<file path="config.mk">
export PLATFORM = sky130hd
export DESIGN_NAME = vdu_scanout_flat
export DESIGN_NICKNAME = d
export VERILOG_FILES = /design/src/rtl/vdu_pkg.sv /design/src/rtl/vdu_scanout_if.sv /design/src/rtl/vdu_timing.sv /design/src/rtl/vdu_scanout.sv /design/src/flat_wrapper.sv
export SDC_FILE = /design/constraint.sdc
export NUM_CORES = 1
export LEC_CHECK = 0
export CELL_PAD_IN_SITES_DETAIL_PLACEMENT = 1
export CELL_PAD_IN_SITES_GLOBAL_PLACEMENT = 1
export CORE_MARGIN = 2
export CORE_UTILIZATION = 40
export DETAILED_ROUTE_END_ITERATION = 10
export GPL_TIMING_DRIVEN = 0
export PLACE_DENSITY = 0.83
export SYNTH_ARGS = -nofsm -noshare
export SYNTH_HDL_FRONTEND = slang
export SYNTH_HIERARCHICAL = 1
export SYNTH_SLANG_ARGS = --single-unit
export TNS_END_PERCENT = 30
</file>
<file path="constraint.sdc">
create_clock -name clk -period 4.4 [get_ports clk]
set_input_delay 1.32 -clock clk [delete_from_list [all_inputs] [get_ports clk]]
set_output_delay 1.32 -clock clk [all_outputs]
set_load 0.02 [all_outputs]
</file>
<file path="src/rtl/vdu_pkg.sv">
// Shared VDU types and default 640x480@60 raster timing.
// Pure declarations: no latency, no flow control.
package vdu_pkg;

  localparam int CNT_W           = 16;
  localparam int PIXELS_PER_WORD = 2;

  localparam int DEF_H_ACTIVE = 640;
  localparam int DEF_H_FP     = 16;
  localparam int DEF_H_SYNC   = 96;
  localparam int DEF_H_BP     = 48;
  localparam int DEF_V_ACTIVE = 480;
  localparam int DEF_V_FP     = 10;
  localparam int DEF_V_SYNC   = 2;
  localparam int DEF_V_BP     = 33;

  typedef logic [CNT_W-1:0] cnt_t;

  typedef struct packed {
    logic [4:0] r;
    logic [5:0] g;
    logic [4:0] b;
  } rgb565_t;

  // Per-pixel control travelling alongside the VRAM read.
  typedef struct packed {
    logic de;
    logic hs;
    logic vs;
    logic fs;
    logic sel;
  } meta_t;

  function automatic rgb565_t pick_half(input logic [31:0] word, input logic hi);
    return hi ? rgb565_t'(word[31:16]) : rgb565_t'(word[15:0]);
  endfunction

endpackage

</file>
<file path="src/rtl/vdu_scanout_if.sv">
// Scanout bus: VRAM secondary read port plus raster video outputs.
// Plain wires; the scanout side owns every signal except the read data.
interface vdu_scanout_if;
  logic [31:0]          sec_address_o;
  logic [31:0]          sec_data_in_i;
  logic                 hsync_o;
  logic                 vsync_o;
  logic                 de_o;
  vdu_pkg::rgb565_t     pixel_o;
  logic                 frame_start_o;

  modport master (
    output sec_address_o,
    input  sec_data_in_i,
    output hsync_o,
    output vsync_o,
    output de_o,
    output pixel_o,
    output frame_start_o
  );

  modport slave (
    input  sec_address_o,
    output sec_data_in_i,
    input  hsync_o,
    input  vsync_o,
    input  de_o,
    input  pixel_o,
    input  frame_start_o
  );
endinterface

</file>
<file path="src/rtl/vdu_timing.sv">
// Raster h/v counters with raw (unregistered, asserted-high) region and sync decode.
// Decode is combinational on the counters; free-running, no backpressure.
module vdu_timing
  import vdu_pkg::*;
#(
  parameter int H_ACTIVE = DEF_H_ACTIVE,
  parameter int H_FP     = DEF_H_FP,
  parameter int H_SYNC   = DEF_H_SYNC,
  parameter int H_BP     = DEF_H_BP,
  parameter int V_ACTIVE = DEF_V_ACTIVE,
  parameter int V_FP     = DEF_V_FP,
  parameter int V_SYNC   = DEF_V_SYNC,
  parameter int V_BP     = DEF_V_BP
) (
  input  logic clk,
  input  logic reset_i,
  output cnt_t h_o,
  output cnt_t v_o,
  output logic active_o,
  output logic hsync_o,
  output logic vsync_o,
  output logic frame_first_o,
  output logic frame_last_o,
  output logic line_first_o,
  output logic line_last_o
);

  localparam int   H_TOTAL = H_ACTIVE + H_FP + H_SYNC + H_BP;
  localparam int   V_TOTAL = V_ACTIVE + V_FP + V_SYNC + V_BP;
  localparam cnt_t H_END   = cnt_t'(H_TOTAL - 1);
  localparam cnt_t V_END   = cnt_t'(V_TOTAL - 1);

  cnt_t h_q, h_d;
  cnt_t v_q, v_d;
  logic h_wrap;

  always_comb begin
    h_wrap = (h_q == H_END);
    h_d    = h_wrap ? '0 : h_q + cnt_t'(1);
    v_d    = v_q;
    if (h_wrap) begin
      v_d = (v_q == V_END) ? '0 : v_q + cnt_t'(1);
    end
  end

  always_ff @(posedge clk or posedge reset_i) begin
    if (reset_i) begin
      h_q <= '0;
      v_q <= '0;
    end else begin
      h_q <= h_d;
      v_q <= v_d;
    end
  end

  assign h_o           = h_q;
  assign v_o           = v_q;
  assign active_o      = (h_q < cnt_t'(H_ACTIVE)) && (v_q < cnt_t'(V_ACTIVE));
  assign hsync_o       = (h_q >= cnt_t'(H_ACTIVE + H_FP)) &&
                         (h_q <  cnt_t'(H_ACTIVE + H_FP + H_SYNC));
  assign vsync_o       = (v_q >= cnt_t'(V_ACTIVE + V_FP)) &&
                         (v_q <  cnt_t'(V_ACTIVE + V_FP + V_SYNC));
  assign frame_first_o = (h_q == '0) && (v_q == '0);
  assign frame_last_o  = h_wrap && (v_q == V_END);
  assign line_first_o  = active_o && (h_q == '0);
  assign line_last_o   = active_o && (h_q == cnt_t'(H_ACTIVE - 1));

endmodule

</file>
<file path="src/rtl/vdu_scanout.sv">
// Framebuffer scanout: address gen, 3-stage control delay chain, RGB565 pixel mux; outputs lag counters by 3.
// Free-running, no backpressure; `VDU_SCANOUT_PIXEL_DOUBLE_EN selects 2x2 pixel doubling.
module vdu_scanout
  import vdu_pkg::*;
#(
  parameter int          H_ACTIVE  = DEF_H_ACTIVE,
  parameter int          H_FP      = DEF_H_FP,
  parameter int          H_SYNC    = DEF_H_SYNC,
  parameter int          H_BP      = DEF_H_BP,
  parameter int          V_ACTIVE  = DEF_V_ACTIVE,
  parameter int          V_FP      = DEF_V_FP,
  parameter int          V_SYNC    = DEF_V_SYNC,
  parameter int          V_BP      = DEF_V_BP,
  parameter bit          SYNC_POL  = 1'b0,
  parameter logic [31:0] BASE_ADDR = 32'h0
) (
  input logic            clk,
  input logic            reset_i,
  vdu_scanout_if.master  bus
);

  cnt_t h_cnt, v_cnt;
  logic active, hsync_raw, vsync_raw;
  logic frame_first, frame_last, line_first, line_last;

  vdu_timing #(
    .H_ACTIVE (H_ACTIVE),
    .H_FP     (H_FP),
    .H_SYNC   (H_SYNC),
    .H_BP     (H_BP),
    .V_ACTIVE (V_ACTIVE),
    .V_FP     (V_FP),
    .V_SYNC   (V_SYNC),
    .V_BP     (V_BP)
  ) u_timing (
    .clk           (clk),
    .reset_i       (reset_i),
    .h_o           (h_cnt),
    .v_o           (v_cnt),
    .active_o      (active),
    .hsync_o       (hsync_raw),
    .vsync_o       (vsync_raw),
    .frame_first_o (frame_first),
    .frame_last_o  (frame_last),
    .line_first_o  (line_first),
    .line_last_o   (line_last)
  );

  logic fetch;
  logic sel;

`ifdef VDU_SCANOUT_PIXEL_DOUBLE_EN
  assign fetch = active && (h_cnt[1:0] == 2'b00);
  assign sel   = h_cnt[1];
  logic unused_cnt;
  assign unused_cnt = ^{h_cnt[CNT_W-1:2], v_cnt[CNT_W-1:1]};
`else
  assign fetch = active && !h_cnt[0];
  assign sel   = h_cnt[0];
  logic unused_cnt;
  assign unused_cnt = ^{h_cnt[CNT_W-1:1], v_cnt, line_first, line_last};
`endif

  meta_t meta0;
  always_comb begin
    meta0     = '0;
    meta0.de  = active;
    meta0.hs  = hsync_raw;
    meta0.vs  = vsync_raw;
    meta0.fs  = frame_first;
    meta0.sel = sel;
  end

  logic [31:0] addr_q, addr_d;
  logic [31:0] sec_addr_q, sec_addr_d;
  meta_t       meta1_q, meta2_q;
  rgb565_t     pixel_q, pixel_d;
  logic        de_q, hs_q, vs_q, fs_q;

`ifdef VDU_SCANOUT_PIXEL_DOUBLE_EN
  logic [31:0] line_start_q, line_start_d;
`endif

  always_comb begin
    addr_d     = addr_q;
    sec_addr_d = sec_addr_q;
    if (fetch) begin
      sec_addr_d = addr_q;
      addr_d     = addr_q + 32'd1;
    end
`ifdef VDU_SCANOUT_PIXEL_DOUBLE_EN
    // Even display lines rewind so the following odd line re-reads the same words.
    line_start_d = line_start_q;
    if (line_first) begin
      line_start_d = addr_q;
    end
    if (line_last && !v_cnt[0]) begin
      addr_d = line_start_q;
    end
`endif
    if (frame_last) begin
      addr_d = BASE_ADDR;
    end
  end

  // Data for the pixel in stage 2 is on sec_data_in_i now; blanking data is discarded.
  always_comb begin
    pixel_d = '0;
    if (meta2_q.de) begin
      pixel_d = pick_half(bus.sec_data_in_i, meta2_q.sel);
    end
  end

  always_ff @(posedge clk or posedge reset_i) begin
    if (reset_i) begin
      addr_q     <= BASE_ADDR;
      sec_addr_q <= BASE_ADDR;
      meta1_q    <= '0;
      meta2_q    <= '0;
      pixel_q    <= '0;
      de_q       <= 1'b0;
      hs_q       <= ~SYNC_POL;
      vs_q       <= ~SYNC_POL;
      fs_q       <= 1'b0;
    end else begin
      addr_q     <= addr_d;
      sec_addr_q <= sec_addr_d;
      meta1_q    <= meta0;
      meta2_q    <= meta1_q;
      pixel_q    <= pixel_d;
      de_q       <= meta2_q.de;
      hs_q       <= meta2_q.hs ? SYNC_POL : ~SYNC_POL;
      vs_q       <= meta2_q.vs ? SYNC_POL : ~SYNC_POL;
      fs_q       <= meta2_q.fs;
    end
  end

`ifdef VDU_SCANOUT_PIXEL_DOUBLE_EN
  always_ff @(posedge clk or posedge reset_i) begin
    if (reset_i) begin
      line_start_q <= BASE_ADDR;
    end else begin
      line_start_q <= line_start_d;
    end
  end
`endif

  assign bus.sec_address_o = sec_addr_q;
  assign bus.pixel_o       = pixel_q;
  assign bus.de_o          = de_q;
  assign bus.hsync_o       = hs_q;
  assign bus.vsync_o       = vs_q;
  assign bus.frame_start_o = fs_q;

endmodule

</file>
<file path="src/flat_wrapper.sv">
// flat-port wrapper written by rule: the top's interface ports become plain ports
module vdu_scanout_flat import vdu_pkg::*;
#(
  parameter int          H_ACTIVE  = DEF_H_ACTIVE,
  parameter int          H_FP      = DEF_H_FP,
  parameter int          H_SYNC    = DEF_H_SYNC,
  parameter int          H_BP      = DEF_H_BP,
  parameter int          V_ACTIVE  = DEF_V_ACTIVE,
  parameter int          V_FP      = DEF_V_FP,
  parameter int          V_SYNC    = DEF_V_SYNC,
  parameter int          V_BP      = DEF_V_BP,
  parameter bit          SYNC_POL  = 1'b0,
  parameter logic [31:0] BASE_ADDR = 32'h0
)
  (clk, reset_i, bus_sec_address_o, bus_sec_data_in_i, bus_hsync_o, bus_vsync_o, bus_de_o, bus_pixel_o, bus_frame_start_o);
  vdu_scanout_if bus_i ();
  input logic clk;
  input logic reset_i;
  output wire logic [$bits(bus_i.sec_address_o)-1:0] bus_sec_address_o;
  input wire logic [$bits(bus_i.sec_data_in_i)-1:0] bus_sec_data_in_i;
  output wire logic [$bits(bus_i.hsync_o)-1:0] bus_hsync_o;
  output wire logic [$bits(bus_i.vsync_o)-1:0] bus_vsync_o;
  output wire logic [$bits(bus_i.de_o)-1:0] bus_de_o;
  output wire logic [$bits(bus_i.pixel_o)-1:0] bus_pixel_o;
  output wire logic [$bits(bus_i.frame_start_o)-1:0] bus_frame_start_o;
  assign bus_sec_address_o = bus_i.sec_address_o;
  assign bus_i.sec_data_in_i = bus_sec_data_in_i;
  assign bus_hsync_o = bus_i.hsync_o;
  assign bus_vsync_o = bus_i.vsync_o;
  assign bus_de_o = bus_i.de_o;
  assign bus_pixel_o = bus_i.pixel_o;
  assign bus_frame_start_o = bus_i.frame_start_o;
  vdu_scanout #(.H_ACTIVE(H_ACTIVE), .H_FP(H_FP), .H_SYNC(H_SYNC), .H_BP(H_BP), .V_ACTIVE(V_ACTIVE), .V_FP(V_FP), .V_SYNC(V_SYNC), .V_BP(V_BP), .SYNC_POL(SYNC_POL), .BASE_ADDR(BASE_ADDR)) u_core (.clk(clk), .reset_i(reset_i), .bus(bus_i));
endmodule
</file>
==> reports/metrics.cfg <==
[power_and_ir_drop]
ir_drop_uv=219
p_sw_share_pct=19.6
p_sw_mw=0.515
p_clk_share_pct=52.0
p_total_mw=2.63
power.internal_mw=2.11
seq_power_share_pct=44.5
power_leakage_nw=3.38
power_density_nw_per_um2=353
p_comb_share_pct=3.5

[finish]
finish.instance_area_sq_um=7440
final_net_count=642
layout_commonest_cell=dfrtp_1
antenna_cells=0
layout-drive-gt1-share_pct=14.7
area_growth_syn_to_layout_pct=29.8
instances_no_fill=794
fin_util_pct=53.4
fillers=1459
final_cell_mix=124 x dfrtp_1, 85 x clkdlybuf4s50_1, 37 x nor2_1

[routing]
vias=4292
ant_nets=0
totalWireLength_microns=14200
drtPass1Iterations=4
wire_per_inst_microns=17.9
drc=0
via_per_inst=5.41
drt_iter0_markers=206

[clock_network]
cts_max_path_buffers=2
cts_tree=done
cts_buffers=17
post_cts_buffers=0
cts_resized=0
holdBufCountCts=0
cts.reportedPaths.clkPinSlew_ns=0.05
cts.sinks=126
clk_latency_ns=0.41
htreeDepth=4
clock_tree.root_cell=clkbuf_16

[sta]
grt_setup_unrepaired=false
relSlewSlack_pct=57.4
hold_viol=0
tightest_slew_ns=0.634
skew_ns=0.00579
whs_ns=0.344
setup_viol=0
min_period_ns=3.26
fin_crit_sh_pct=74.2
max_freq_mhz=306
finalMaxSlewViolations=0

[critical_path]
critical_path_class=flip-flop to flip-flop
r2r_slack_ns=1.14
startpoint_type=flip-flop
cp_cell_sequence=or4_4, or4b_4, nor4_4, and4b_1, buf_2, nand2_2, nor4_1, mux2_1
max_stage_delay_ns=0.57
crit_path_end_kind=flip-flop
r2r_start=u_core/u_timing/h_o[11]
path_max_fanout=8
reg2reg_depth=8
crit_slowest_cell=or4_4
crit_arrival_ns=3.55
worstPathRequired_ns=4.68
r2r_end=u_core/addr_q[27]

[floorplan]
start_util_pct=41.1
die_x_microns=124
io_pins=86
coreArea_sq_um=13900
die-height_microns=124
dieArea_sq_um=15300
rows=43

[global_route]
grt-ovfl-total=0
grt_max_degree=69
grt_pass1_wl_microns=23600
antenna_found_initial=0
grt_pass1_vias=4730
track_usage_pct=20.2

[place]
dpl-instance-area_sq_um=6840
gp_congestion=0.863
port_buffers=85
dp.cells=763
dpl.hpwl_microns=9680

[run_status]
status=finished clean

[synth]
syn_nets=536
synthCells=497
ys_warn_count=6
synth.avg_cell_area_sq_um=11.5
syn-cell-area_sq_um=5730

[worst_hold_path]
hold_path_class=flip-flop to flip-flop
hold_path_depth=0
hp-start=u_core/meta2_q[1]
worstHoldEndpoint=u_core/bus.frame_start_o

[job]
maxCapViolations=0

==> through the flow <==
stage	worst slack, ns	setup TNS [ns]
finish	1.14	0
global placement	-0.820	-74.93
floorplan	0.635	0
CTS	1.12	0
global route	1.02	0
detailed placement	1.15	0
==> worst max path at each step <==
stage / startpoint / endpoint / cells after the start / slack (ns)
floorplan: reset_i / u_core/addr_q[0] / 1 / 0.63
global placement: reset_i / u_core/bus.sec_address_o[26] / 2 / -0.82
detailed placement: u_core/u_timing/h_o[11] / u_core/addr_q[25] / 8 / 1.15
CTS: u_core/u_timing/h_o[11] / u_core/addr_q[27] / 8 / 1.12
global route: u_core/u_timing/h_o[11] / u_core/addr_q[29] / 8 / 1.02
finish: u_core/u_timing/h_o[11] / u_core/addr_q[27] / 8 / 1.14
==> critical path, delay by kind of cell (launching register included) <==
| kind | cells | cell delay (ns) |
|---|---|---|
| simple gates | 6 | 2.16 |
| flops | 1 | 0.43 |
| mux | 1 | 0.36 |
| buf+inv | 1 | 0.19 |
==> routing by layer <==
| metal | GRT usage, % | up-vias | share of wire (%) |
|---|---|---|---|
| met5 | 0 | - | 0 |
| met4 | 7.39 | 0 | 1.5 |
| met3 | 4.44 | 18 | 2.9 |
| met2 | 35.5 | 62 | 54 |
| met1 | 24.2 | 2232 | 42 |
| li1 | - | 1980 | - |
==> sequential cells by signal, indices dropped and copies added (netlist names) <==
register,flops
u_core/meta1_q,5
u_core/bus.hsync_o,1
u_core/bus.sec_address_o,32
u_core/bus.frame_start_o,1
u_core/bus.de_o,1
u_core/addr_q,32
u_core/bus.pixel_o,16
u_core/meta2_q,5
u_core/u_timing/v_o,16
u_core/bus.vsync_o,1
u_core/u_timing/h_o,16
==> power by group through the flow <==
stage / Combinational, mW / Clock (mW) / Sequential [mW]
final: 0.0927 / 1.37 / 1.17
after CTS: 0.0932 / 1.40 / 1.17
after floorplan: 0.0245 / 0 / 1.20
after global routing: 0.102 / 1.46 / 1.17
after global placement: 0.0869 / 0 / 1.19
after detailed placement: 0.0931 / 0 / 1.19
==> area by class of cell <==
cell class / count / area, sq um / share of cell area, %
Tap cell: 180 / 225 / 3.03
Clock buffer: 24 / 502 / 6.74
Inverter: 12 / 47.5 / 0.639
Buffer: 29 / 153 / 2.05
Multi-Input combinational cell: 330 / 2380 / 31.9
Sequential cell: 126 / 3160 / 42.4
Clock inverter: 6 / 82.6 / 1.11
Timing Repair Buffer: 87 / 898 / 12.1
Power figures use the tool's default switching activity.
